--- src/rtl/fma_mid_pkg.sv ---
// rtl/fma_mid_pkg.sv - shared types, widths and redirect kill check for the FMA mid-result relay
//
// Purpose : widths of the FMA multiply-stage intermediate result, the
//           mid-result and robIdx structs, and the robIdx age / flush test
//           shared by every redirect-aware block.
// Ports   : none (package).
package fma_mid_pkg;

    localparam int ROB_W = 5;
    localparam int EXP_W = 11;
    localparam int SIG_W = 105;

    typedef struct packed {
        logic             sign;
        logic [EXP_W-1:0] exp;
        logic [SIG_W-1:0] sig;
        logic             is_nan;
        logic             is_inf;
        logic             is_inv;
        logic             overflow;
    } mid_result_t;

    typedef struct packed {
        logic             flag;
        logic [ROB_W-1:0] value;
    } rob_idx_t;

    // a is younger than b; the flag bit flips each time the ROB index wraps
    function automatic logic is_after(input rob_idx_t a, input rob_idx_t b);
        return (a.flag ^ b.flag) ^ (a.value > b.value);
    endfunction

    // level=1 also flushes the redirecting uop itself
    function automatic logic need_flush(input rob_idx_t r, input logic redir_valid,
                                        input rob_idx_t redir, input logic redir_level);
        return redir_valid && (is_after(r, redir) || (redir_level && (r == redir)));
    endfunction

endpackage

--- src/rtl/fma_mid_relay_if.sv ---
// rtl/fma_mid_relay_if.sv - fmaMid interface bundle between producer, relay and consumer
//
// Purpose : groups the enqueue (producer midResult), redirect and dequeue
//           (consumer midResult_in) signals of the relay.
// Modports: master - drives enq_*, redirect_*, mid_ready; observes the rest
//           slave  - the relay itself
interface fma_mid_relay_if
    import fma_mid_pkg::*;
#(
    parameter int DEPTH = 2
);
    localparam int CNT_W = $clog2(DEPTH) + 1;

    logic             enq_valid;
    logic             enq_ready;
    logic             enq_sign;
    logic [EXP_W-1:0] enq_exp;
    logic [SIG_W-1:0] enq_sig;
    logic             enq_isNaN;
    logic             enq_isInf;
    logic             enq_isInv;
    logic             enq_overflow;
    logic             enq_robIdx_flag;
    logic [ROB_W-1:0] enq_robIdx_value;

    logic             redirect_valid;
    logic             redirect_robIdx_flag;
    logic [ROB_W-1:0] redirect_robIdx_value;
    logic             redirect_level;

    logic             mid_valid;
    logic             mid_ready;
    logic             mid_sign;
    logic [EXP_W-1:0] mid_exp;
    logic [SIG_W-1:0] mid_sig;
    logic             mid_isNaN;
    logic             mid_isInf;
    logic             mid_isInv;
    logic             mid_overflow;
    logic             mid_robIdx_flag;
    logic [ROB_W-1:0] mid_robIdx_value;
    logic             waitForAdd;
    logic [CNT_W-1:0] count;

    modport master (
        output enq_valid, enq_sign, enq_exp, enq_sig, enq_isNaN, enq_isInf, enq_isInv,
               enq_overflow, enq_robIdx_flag, enq_robIdx_value,
               redirect_valid, redirect_robIdx_flag, redirect_robIdx_value, redirect_level,
               mid_ready,
        input  enq_ready, mid_valid, mid_sign, mid_exp, mid_sig, mid_isNaN, mid_isInf,
               mid_isInv, mid_overflow, mid_robIdx_flag, mid_robIdx_value, waitForAdd, count
    );

    modport slave (
        input  enq_valid, enq_sign, enq_exp, enq_sig, enq_isNaN, enq_isInf, enq_isInv,
               enq_overflow, enq_robIdx_flag, enq_robIdx_value,
               redirect_valid, redirect_robIdx_flag, redirect_robIdx_value, redirect_level,
               mid_ready,
        output enq_ready, mid_valid, mid_sign, mid_exp, mid_sig, mid_isNaN, mid_isInf,
               mid_isInv, mid_overflow, mid_robIdx_flag, mid_robIdx_value, waitForAdd, count
    );

endinterface

--- src/rtl/fma_mid_flush_cmp.sv ---
// rtl/fma_mid_flush_cmp.sv - combinational redirect kill predicate for one robIdx
//
// Purpose : kill = redirect_valid && (rob younger than redirect ||
//           (redirect_level && rob == redirect)).
// Ports   : rob            - robIdx under test
//           redirect_valid - flush request
//           redirect_rob   - redirecting robIdx
//           redirect_level - also flush the redirecting uop
//           kill           - entry must be dropped
module fma_mid_flush_cmp
    import fma_mid_pkg::*;
(
    input  rob_idx_t rob,
    input  logic     redirect_valid,
    input  rob_idx_t redirect_rob,
    input  logic     redirect_level,
    output logic     kill
);

    assign kill = need_flush(rob, redirect_valid, redirect_rob, redirect_level);

endmodule

--- src/rtl/fma_mid_relay.sv ---
// rtl/fma_mid_relay.sv - in-order buffer for FMA mid results with redirect flush
//
// Purpose : circular buffer of DEPTH mid results between the producing and
//           consuming FMA exe units. Entries killed by a redirect stay in
//           place as dead slots and drain one per cycle to preserve order.
// Ports   : clock - sole clock
//           reset - asynchronous, active-low
//           io    - fmaMid bundle (slave side): enq_*, redirect_*, mid_*,
//                   waitForAdd, count
module fma_mid_relay
    import fma_mid_pkg::*;
#(
    parameter int DEPTH = 2
)(
    input  logic             clock,
    input  logic             reset,
    fma_mid_relay_if.slave   io
);

    localparam int IDX_W = $clog2(DEPTH);
    localparam int PTR_W = IDX_W + 1;

    logic [PTR_W-1:0] head_q, head_d;
    logic [PTR_W-1:0] tail_q, tail_d;
    logic [DEPTH-1:0] alive_q, alive_d;
    mid_result_t      pay_q [DEPTH];
    mid_result_t      pay_d [DEPTH];
    rob_idx_t         rob_q [DEPTH];
    rob_idx_t         rob_d [DEPTH];

    rob_idx_t         redir_rob;
    rob_idx_t         enq_rob;
    mid_result_t      enq_pay;
    logic [DEPTH-1:0] slot_kill;
    logic             enq_kill;

    logic [PTR_W-1:0] occ;
    logic             full;
    logic             empty;
    logic [IDX_W-1:0] head_idx;
    logic [IDX_W-1:0] tail_idx;
    logic [IDX_W-1:0] off;
    logic             head_alive;
    logic             head_kill;
    logic             mid_valid_c;
    logic             enq_fire;
    logic             pop;
    logic             wait_c;

    assign redir_rob = {io.redirect_robIdx_flag, io.redirect_robIdx_value};
    assign enq_rob   = {io.enq_robIdx_flag, io.enq_robIdx_value};
    assign enq_pay   = {io.enq_sign, io.enq_exp, io.enq_sig,
                        io.enq_isNaN, io.enq_isInf, io.enq_isInv, io.enq_overflow};

    for (genvar i = 0; i < DEPTH; i++) begin : g_slot_cmp
        fma_mid_flush_cmp u_cmp (
            .rob            (rob_q[i]),
            .redirect_valid (io.redirect_valid),
            .redirect_rob   (redir_rob),
            .redirect_level (io.redirect_level),
            .kill           (slot_kill[i])
        );
    end

    // A result arriving during a redirect that targets it is stored dead
    fma_mid_flush_cmp u_enq_cmp (
        .rob            (enq_rob),
        .redirect_valid (io.redirect_valid),
        .redirect_rob   (redir_rob),
        .redirect_level (io.redirect_level),
        .kill           (enq_kill)
    );

    always_comb begin
        occ         = tail_q - head_q;
        full        = (head_q ^ tail_q) == PTR_W'(DEPTH);
        empty       = head_q == tail_q;
        head_idx    = head_q[IDX_W-1:0];
        tail_idx    = tail_q[IDX_W-1:0];
        head_alive  = alive_q[head_idx];
        head_kill   = slot_kill[head_idx];
        mid_valid_c = !empty && head_alive && !head_kill;
        enq_fire    = io.enq_valid && !full;
        // A dead head drains on its own; a head killed this cycle is still
        // alive in the flop, so it waits one cycle and drains as dead.
        pop         = !empty && ((mid_valid_c && io.mid_ready) || !head_alive);

        wait_c = 1'b0;
        off    = '0;
        for (int i = 0; i < DEPTH; i++) begin
            off = IDX_W'(i) - head_idx;
            if (({1'b0, off} < occ) && alive_q[i] && !slot_kill[i]) begin
                wait_c = 1'b1;
            end
        end

        head_d  = head_q + PTR_W'(pop);
        tail_d  = tail_q + PTR_W'(enq_fire);
        alive_d = alive_q & ~slot_kill;
        pay_d   = pay_q;
        rob_d   = rob_q;
        if (pop) begin
            alive_d[head_idx] = 1'b0;
        end
        if (enq_fire) begin
            pay_d[tail_idx]   = enq_pay;
            rob_d[tail_idx]   = enq_rob;
            alive_d[tail_idx] = !enq_kill;
        end
    end

    always_ff @(posedge clock or negedge reset) begin
        if (!reset) begin
            head_q  <= '0;
            tail_q  <= '0;
            alive_q <= '0;
            for (int i = 0; i < DEPTH; i++) begin
                pay_q[i] <= '0;
                rob_q[i] <= '0;
            end
        end else begin
            head_q  <= head_d;
            tail_q  <= tail_d;
            alive_q <= alive_d;
            pay_q   <= pay_d;
            rob_q   <= rob_d;
        end
    end

    assign io.enq_ready        = !full;
    assign io.mid_valid        = mid_valid_c;
    assign io.mid_sign         = pay_q[head_idx].sign;
    assign io.mid_exp          = pay_q[head_idx].exp;
    assign io.mid_sig          = pay_q[head_idx].sig;
    assign io.mid_isNaN        = pay_q[head_idx].is_nan;
    assign io.mid_isInf        = pay_q[head_idx].is_inf;
    assign io.mid_isInv        = pay_q[head_idx].is_inv;
    assign io.mid_overflow     = pay_q[head_idx].overflow;
    assign io.mid_robIdx_flag  = rob_q[head_idx].flag;
    assign io.mid_robIdx_value = rob_q[head_idx].value;
    assign io.waitForAdd       = wait_c;
    assign io.count            = occ;

    // Producer must hold its result while the buffer is full
    a_enq_hold : assert property (@(posedge clock) disable iff (!reset)
                                  !(io.enq_valid && !io.enq_ready));

endmodule

--- src/flat_wrapper.sv ---
// flat-port wrapper written by rule: the top's interface ports become plain ports
module fma_mid_relay_flat import fma_mid_pkg::*;
#(
    parameter int DEPTH = 2
)
  (clock, reset, io_enq_valid, io_enq_sign, io_enq_exp, io_enq_sig, io_enq_isNaN, io_enq_isInf, io_enq_isInv, io_enq_overflow, io_enq_robIdx_flag, io_enq_robIdx_value, io_redirect_valid, io_redirect_robIdx_flag, io_redirect_robIdx_value, io_redirect_level, io_mid_ready, io_enq_ready, io_mid_valid, io_mid_sign, io_mid_exp, io_mid_sig, io_mid_isNaN, io_mid_isInf, io_mid_isInv, io_mid_overflow, io_mid_robIdx_flag, io_mid_robIdx_value, io_waitForAdd, io_count);
  fma_mid_relay_if #(.DEPTH(DEPTH)) io_i ();
  input  logic clock;
  input  logic reset;
  input wire logic [$bits(io_i.enq_valid)-1:0] io_enq_valid;
  input wire logic [$bits(io_i.enq_sign)-1:0] io_enq_sign;
  input wire logic [$bits(io_i.enq_exp)-1:0] io_enq_exp;
  input wire logic [$bits(io_i.enq_sig)-1:0] io_enq_sig;
  input wire logic [$bits(io_i.enq_isNaN)-1:0] io_enq_isNaN;
  input wire logic [$bits(io_i.enq_isInf)-1:0] io_enq_isInf;
  input wire logic [$bits(io_i.enq_isInv)-1:0] io_enq_isInv;
  input wire logic [$bits(io_i.enq_overflow)-1:0] io_enq_overflow;
  input wire logic [$bits(io_i.enq_robIdx_flag)-1:0] io_enq_robIdx_flag;
  input wire logic [$bits(io_i.enq_robIdx_value)-1:0] io_enq_robIdx_value;
  input wire logic [$bits(io_i.redirect_valid)-1:0] io_redirect_valid;
  input wire logic [$bits(io_i.redirect_robIdx_flag)-1:0] io_redirect_robIdx_flag;
  input wire logic [$bits(io_i.redirect_robIdx_value)-1:0] io_redirect_robIdx_value;
  input wire logic [$bits(io_i.redirect_level)-1:0] io_redirect_level;
  input wire logic [$bits(io_i.mid_ready)-1:0] io_mid_ready;
  output wire logic [$bits(io_i.enq_ready)-1:0] io_enq_ready;
  output wire logic [$bits(io_i.mid_valid)-1:0] io_mid_valid;
  output wire logic [$bits(io_i.mid_sign)-1:0] io_mid_sign;
  output wire logic [$bits(io_i.mid_exp)-1:0] io_mid_exp;
  output wire logic [$bits(io_i.mid_sig)-1:0] io_mid_sig;
  output wire logic [$bits(io_i.mid_isNaN)-1:0] io_mid_isNaN;
  output wire logic [$bits(io_i.mid_isInf)-1:0] io_mid_isInf;
  output wire logic [$bits(io_i.mid_isInv)-1:0] io_mid_isInv;
  output wire logic [$bits(io_i.mid_overflow)-1:0] io_mid_overflow;
  output wire logic [$bits(io_i.mid_robIdx_flag)-1:0] io_mid_robIdx_flag;
  output wire logic [$bits(io_i.mid_robIdx_value)-1:0] io_mid_robIdx_value;
  output wire logic [$bits(io_i.waitForAdd)-1:0] io_waitForAdd;
  output wire logic [$bits(io_i.count)-1:0] io_count;
  assign io_i.enq_valid = io_enq_valid;
  assign io_i.enq_sign = io_enq_sign;
  assign io_i.enq_exp = io_enq_exp;
  assign io_i.enq_sig = io_enq_sig;
  assign io_i.enq_isNaN = io_enq_isNaN;
  assign io_i.enq_isInf = io_enq_isInf;
  assign io_i.enq_isInv = io_enq_isInv;
  assign io_i.enq_overflow = io_enq_overflow;
  assign io_i.enq_robIdx_flag = io_enq_robIdx_flag;
  assign io_i.enq_robIdx_value = io_enq_robIdx_value;
  assign io_i.redirect_valid = io_redirect_valid;
  assign io_i.redirect_robIdx_flag = io_redirect_robIdx_flag;
  assign io_i.redirect_robIdx_value = io_redirect_robIdx_value;
  assign io_i.redirect_level = io_redirect_level;
  assign io_i.mid_ready = io_mid_ready;
  assign io_enq_ready = io_i.enq_ready;
  assign io_mid_valid = io_i.mid_valid;
  assign io_mid_sign = io_i.mid_sign;
  assign io_mid_exp = io_i.mid_exp;
  assign io_mid_sig = io_i.mid_sig;
  assign io_mid_isNaN = io_i.mid_isNaN;
  assign io_mid_isInf = io_i.mid_isInf;
  assign io_mid_isInv = io_i.mid_isInv;
  assign io_mid_overflow = io_i.mid_overflow;
  assign io_mid_robIdx_flag = io_i.mid_robIdx_flag;
  assign io_mid_robIdx_value = io_i.mid_robIdx_value;
  assign io_waitForAdd = io_i.waitForAdd;
  assign io_count = io_i.count;
  fma_mid_relay #(.DEPTH(DEPTH)) u_core (.clock(clock), .reset(reset), .io(io_i));
endmodule
--- config.mk ---
export PLATFORM = sky130hd
export DESIGN_NAME = fma_mid_relay_flat
export DESIGN_NICKNAME = d
export VERILOG_FILES = /design/src/rtl/fma_mid_pkg.sv /design/src/rtl/fma_mid_relay_if.sv /design/src/rtl/fma_mid_flush_cmp.sv /design/src/rtl/fma_mid_relay.sv /design/src/flat_wrapper.sv
export SDC_FILE = /design/constraint.sdc
export NUM_CORES = 1
export LEC_CHECK = 0
export ABC_AREA = 1
export ABC_CLOCK_PERIOD_IN_PS = 3000
export CORE_MARGIN = 10
export CORE_UTILIZATION = 48
export CTS_BUF_LIST = sky130_fd_sc_hd__clkbuf_8 sky130_fd_sc_hd__clkbuf_16
export DETAILED_ROUTE_END_ITERATION = 12
export PLACE_DENSITY_LB_ADDON = 0.05
export SLEW_MARGIN = 25
export SYNTH_ARGS = -nofsm -noshare
export SYNTH_HDL_FRONTEND = slang
export SYNTH_HIERARCHICAL = 1
export SYNTH_SLANG_ARGS = --single-unit
--- constraint.sdc ---
create_clock -name clock -period 3 [get_ports clock]
set_input_delay 0.6 -clock clock [delete_from_list [all_inputs] [get_ports clock]]
set_output_delay 0.6 -clock clock [all_outputs]
set_load 0.01 [all_outputs]
* Word level (Yosys, flattened, before mapping)
Index checks and enable logic that the tools add are counted.
Cells by class: $lt $le $gt $ge 12, shifts and indexed selects 0, multipliers 0, bitwise gates (word level) 13, add/sub/neg operators 5, divide/modulo/power cells 0, reduce and logical (&&, ||, !) cells 29, mux-type cells 25, eq/ne operators 5
Operators with widths (number):
- 2-to-1 mux 121 bit | 4
- bitwise mux 242 bit | 1
- demux 121 bit (select 1 bit) | 1
- 2-to-1 mux 6 bit | 4
- equality test 6 bit | 3
- logical AND 1 bit | 18
- greater-than comparator 5 bit | 3
- bitwise mux 12 bit | 1
- 2-to-1 mux 1 bit | 8
- zero test 1 bit | 7
- demux 6 bit (select 1 bit) | 1
- XOR 1 bit | 6
- adder 2 x 1 -> 2 bit | 2
- bitwise AND 2 bit | 2
- greater-or-equal comparator 2 bit (second input constant) | 2
- logical OR 1 bit | 4
- less-than comparator 1 x 2 -> 1 bit | 2
- less-than comparator 1 x 2 -> 1 bit (second input constant) | 2
- 2-to-1 mux 2 bit | 2
- NOT 1 -> 2 bit | 2
- NOT 2 bit | 2
- bitwise mux 2 bit | 1
- demux 1 bit (select 1 bit) | 2
- equality test 2 bit | 1
- other kinds (6) | 8
Word-level totals: bits in writable memories 0, output and inout port bits 132, logic and storage cells 110, input port bits 139, bits in registers 260, bits in latches 0, memory bits (read-only) 0, memories 0

* Logic depth before layout (Yosys ltp)
depth in word-level cells 14, depth in mapped cells 16, mapped depth without buffers 16

* By module
Netlist, hierarchy kept.
By module, submodules not included:
- fma_mid_relay | area each 11397.2 um2, sequential area each 6506.2 um2, times used 1, cells an instance 1143
- fma_mid_flush_cmp | area each 188.9 um2, sequential area each 0.0 um2, times used 3, cells an instance 33

* Least setup slack after synthesis
No wires, ideal clock.
path kind input-to-output, from input port io_redirect_robIdx_value[4], to output port io_waitForAdd, stages on the path 9, required time 2.400 ns, slack 0.677 ns, arrival time 1.723 ns, path through inv_1 -> ha_1 -> nand2_2 -> inv_2 -> nand2_1 -> nand3_2 -> a21oi_1 -> nor2_1 -> o31ai_1
On the way: elaborated cells between the ends (all ways) 18
RTL lines:
- start: declaration | RTL line flat_wrapper.sv:22 | input wire logic [$bits(io_i.redirect_robIdx_value)-1:0] io_redirect_robIdx_value;
- greater-than comparator 5 bit or equality test 6 bit (tied branches) | RTL line fma_mid_pkg.sv:30, fma_mid_pkg.sv:36
- XOR 1 bit or logical AND 1 bit (tied branches) | RTL line fma_mid_pkg.sv:30, fma_mid_pkg.sv:36
- logical OR 1 bit * | RTL line fma_mid_pkg.sv:36 | return redir_valid && (is_after(r, redir) || (redir_level && (r == redir)));
- logical AND 1 bit * | RTL line fma_mid_pkg.sv:36
- via u_core.slot_kill[1] | RTL line fma_mid_relay.sv:34 | logic [DEPTH-1:0] slot_kill;
- zero test 1 bit * | RTL line fma_mid_relay.sv:92 | if (({1'b0, off} < occ) && alive_q[i] && !slot_kill[i]) begin
- logical AND 1 bit * | RTL line fma_mid_relay.sv:92
- 2-to-1 mux 1 bit * | RTL line fma_mid_relay.sv:92
- end: declaration | RTL line flat_wrapper.sv:36 | output wire logic [$bits(io_i.waitForAdd)-1:0] io_waitForAdd;
Mark *: on every way through the listed nets, which the timed path passes. The rest lies on a longest branch.

* Worst setup path in the final report
from register u_core.head_q[0], to output port io_mid_sig[50]
On the way: longest elaborated chain between the ends 4
RTL lines:
- start: declaration | RTL line fma_mid_relay.sv:23 | logic [PTR_W-1:0] head_q, head_d;
- start signal: assignment | RTL line fma_mid_relay.sv:114 | head_q <= '0;
- start signal: assignment | RTL line fma_mid_relay.sv:122 | head_q <= head_d;
- NOT 1 -> 2 bit (implied by the code) | RTL line fma_mid_relay.sv:134 | assign io.mid_sig = pay_q[head_idx].sig;
- 2-to-1 mux 121 bit (3 in a row)
- end: declaration | RTL line flat_wrapper.sv:29 | output wire logic [$bits(io_i.mid_sig)-1:0] io_mid_sig;
No other way between the ends. The select of a mux whose other input is x is not followed.

==> flow_summary.ini <==
[synthesis]
yosys-top-cells-area = dfrtp_1 (54%), mux2_2 (12%), o21ai_0 (11%)
ys_seq_area_share_pct = 54.38
synth-seq-cells = 260
synth_edf_count = 0
yosysUniqueCellTypes = 21
synth_top_area_share_pct = 54.38
synthCells = 1242
syn_area_um2 = 11960
yosys.area_share.simple_pct = 10.65
synthesis.nets = 1402
async_flop_share_pct = 100.0
synthMuxAreaShare_pct = 11.95
synthXorXnorAreaFrac_pct = 0.3660
synth_top_family_by_area = multiplexers
synth-compound-area-share_pct = 11.06
synth_ff_type = dfrtp_1
synth_area_leader_cell = dfrtp_1
synth.most_common_cell = nand2_1
avgSynthCellArea_um2 = 9.633
ys_warn_count = 6
synth_adder_area_share_pct = 2.196
synthTopCellsByCount = nand2_1 (289), dfrtp_1 (260), o21ai_0 (256)

[sta]
finalCritPeriodShare_pct = 98.26
final-max-slew-violation-count = 0
rsz0062_at_grt = yes
worst_slack_ps = 52.34
fmax_ghz = 0.3393
finalHoldViolCount = 0
post-route-min-period_ps = 2948
slew_headroom_pct = 58.60
tightest_slew_ps = 620.9
setup_viol = 0
clock_skew_ps = 23.91

[cts]
cts.reportedPaths.clkPinSlew_ps = 60
tritoncts = built
cts_buffer_depth = 3
clock_sinks = 260
clk_latency_ps = 550
cts-root-buf = clkbuf_16
hold_buffers = 0
cts.htree.levels = 1
numCtsBuffers = 28

[floorplanning]
die_area_um2 = 31640
initial_core_util_pct = 49.05
die_height_um = 177.9
num_io_pins = 271
rows = 57
core_um2 = 24390
fp.dieW_um = 177.9

[worst_setup_path]
critPathArrivalTime_ps = 2350
path_cells = buf_12 -> o21ai_0 -> clkdlybuf4s50_1
path_class = reg -> out
crit_path_max_incr_delay_ps = 620
cp_num_buf_inv = 2
crit_slowest_cell = clkdlybuf4s50_1
crit_fanout = 88
worstPathRequired_ps = 2400
path_delay_family = buffers and inverters
cp-end-kind = primary output
cp-start-kind = flop

[hold_path]
hp-class = in -> async

[detailed_routing]
first_pass_iters = 5
vias_per_cell = 4.945
wl_per_cell_um = 16.56
drcViolationCount = 0
drtAntennaViolNets = 0
num_vias = 9134
routed_wl_um = 30590
drt-initial-drc-count = 629

[finish]
finalNetCount = 1655
drive_gt1_share_pct = 14.90
syn2layout_area_growth_pct = 33.67
nFillCells = 2011
layoutNonFillerInstCount = 1847

[power_and_ir_drop]
p_sw_share_pct = 35.97
power.leakage_nw = 7.270
power_density_nw_per_um2 = 1187
total_power_w = 0.01898
p_switching_w = 0.006826
p_seq_share_pct = 31.7
ir_worst_vdd_uv = 647.3
power_frac_comb_pct = 49.7
intPower_w = 0.01215
clkPwrFrac_pct = 18.6

[placement]
placed_cells = 1785
io_buffers = 270
place_ws_ps = -482.9
place_hpwl_um = 21000
place.gp.congestion = 0.8240

[global_route]
grt_max_degree = 89
grt-ovfl-total = 0
antenna_found_initial = 7
grt_pass1_vias = 9255
grt_usage_pct = 19.09
grt_pass1_wl_um = 49160

[run_status]
status = completed

[run]
cap_viol_max_count = 0
registers in the layout (all words and copies together), names as in the netlist:
signal and count:
u_core/tail_q 2, u_core/alive_q 2, u_core/head_q 2, u_core/rob_q 12
u_core/pay_q 242
layout by cell type (no fill, tap or decap), types with 3 or more instances in the layout:
cell | netlist | final
nand2_1 | 289 | 288
dfrtp_1 | 260 | 259
clkdlybuf4s50_1 | 0 | 258
o21ai_0 | 256 | 231
inv_1 | 167 | 174
mux2_2 | 127 | 127
clkbuf_16 | 0 | 28
o21ai_1 | 0 | 21
ha_1 | 21 | 18
nand3_1 | 17 | 17
buf_4 | 9 | 12
buf_12 | 0 | 10
clkinv_2 | 0 | 7
diode_2 | 0 | 6
nor2_1 | 8 | 6
clkbuf_8 | 10 | 5
dlygate4sd2_1 | 0 | 5
nand2_2 | 4 | 5
xor2_1 | 5 | 5
nor2_2 | 3 | 5
bufinv_16 | 0 | 4
dlymetal6s2s_1 | 0 | 4
o21ai_2 | 0 | 4
a21oi_1 | 7 | 4
ha_4 | 0 | 3
inv_2 | 3 | 3
nand3_2 | 3 | 3
a21oi_2 | 0 | 3
layer usage:
metal	routed length (µm)	track usage, %
met5	18	0
met4	631	5.349
met2	14290	30.18
met3	2332	6.014
met1	13320	24.76
final cells by class:
type	count	area [µm²]	share of cell area [%]
Clock inverter	19	197.7	1.236
Antenna cell	6	15.01	0.09388
Tap cell	324	405.4	2.535
Sequential cell	260	6510	40.71
Clock buffer	33	769.5	4.811
Multi-Input combinational cell	741	4405	27.55
Inverter	170	638.1	3.990
Timing Repair Buffer	294	3052	19.08
power groups by stage:
stage / Clock [W] / Sequential [W] / Combinational (W)
after CTS: 0.00362 / 0.00603 / 0.00951
after floorplan: 0 / 0.00585 / 0.00532
final: 0.00353 / 0.00602 / 0.00943
after detailed placement: 0 / 0.00610 / 0.00927
after global placement: 0 / 0.00603 / 0.00916
after global routing: 0.00376 / 0.00623 / 0.0105
cells by family after synthesis:
| logic type | after synthesis |
|---|---|
| simple gates | 324 |
| compound gates | 264 |
| flops | 260 |
| buf+inv | 241 |
| mux | 127 |
| fa+ha+maj | 21 |
| xor+xnor | 5 |
stage by stage:
stage / setup TNS [ps] / hold slack, ps / util, % / instance area [µm²]
final: 0 / 28.17 / 65.57 / 15990
after global routing: -84.58 / 49.67 / 65.56 / 15990
after CTS: -25.16 / 47.05 / 65.27 / 15920
after detailed placement: -919.9 / 489.6 / 61.12 / 14910
after global placement: -815.8 / 479.9 / 61.12 / 14910
after floorplan: 0 / 304.4 / - / 11960
worst paths after layout:
| kind | startpoint | endpoint | slack [ps] | cells past startpoint |
|---|---|---|---|---|
| worst max register to register | u_core/head_q[0] | u_core/pay_q[9] | 490 | 8 |
| worst max-delay path | u_core/head_q[0] | io_mid_sig[50] | 50 | 3 |
| max in group asynchronous | reset | u_core/pay_q[17] | 2170 | 2 |
| worst min-delay path | reset | u_core/pay_q[216] | 30 | 1 |
| min in group clock | u_core/pay_q[24] | u_core/pay_q[24] | 510 | 1 |
| worst min register to register | u_core/pay_q[24] | u_core/pay_q[24] | 510 | 1 |
repair_timing:
item,in CTS,in global routing
cloned,1,0
gates resized for setup,34,20
pin swaps,1,2
setup buffers,1,2
setup endpoints to repair,32,63
Power figures use the tool's default switching activity.
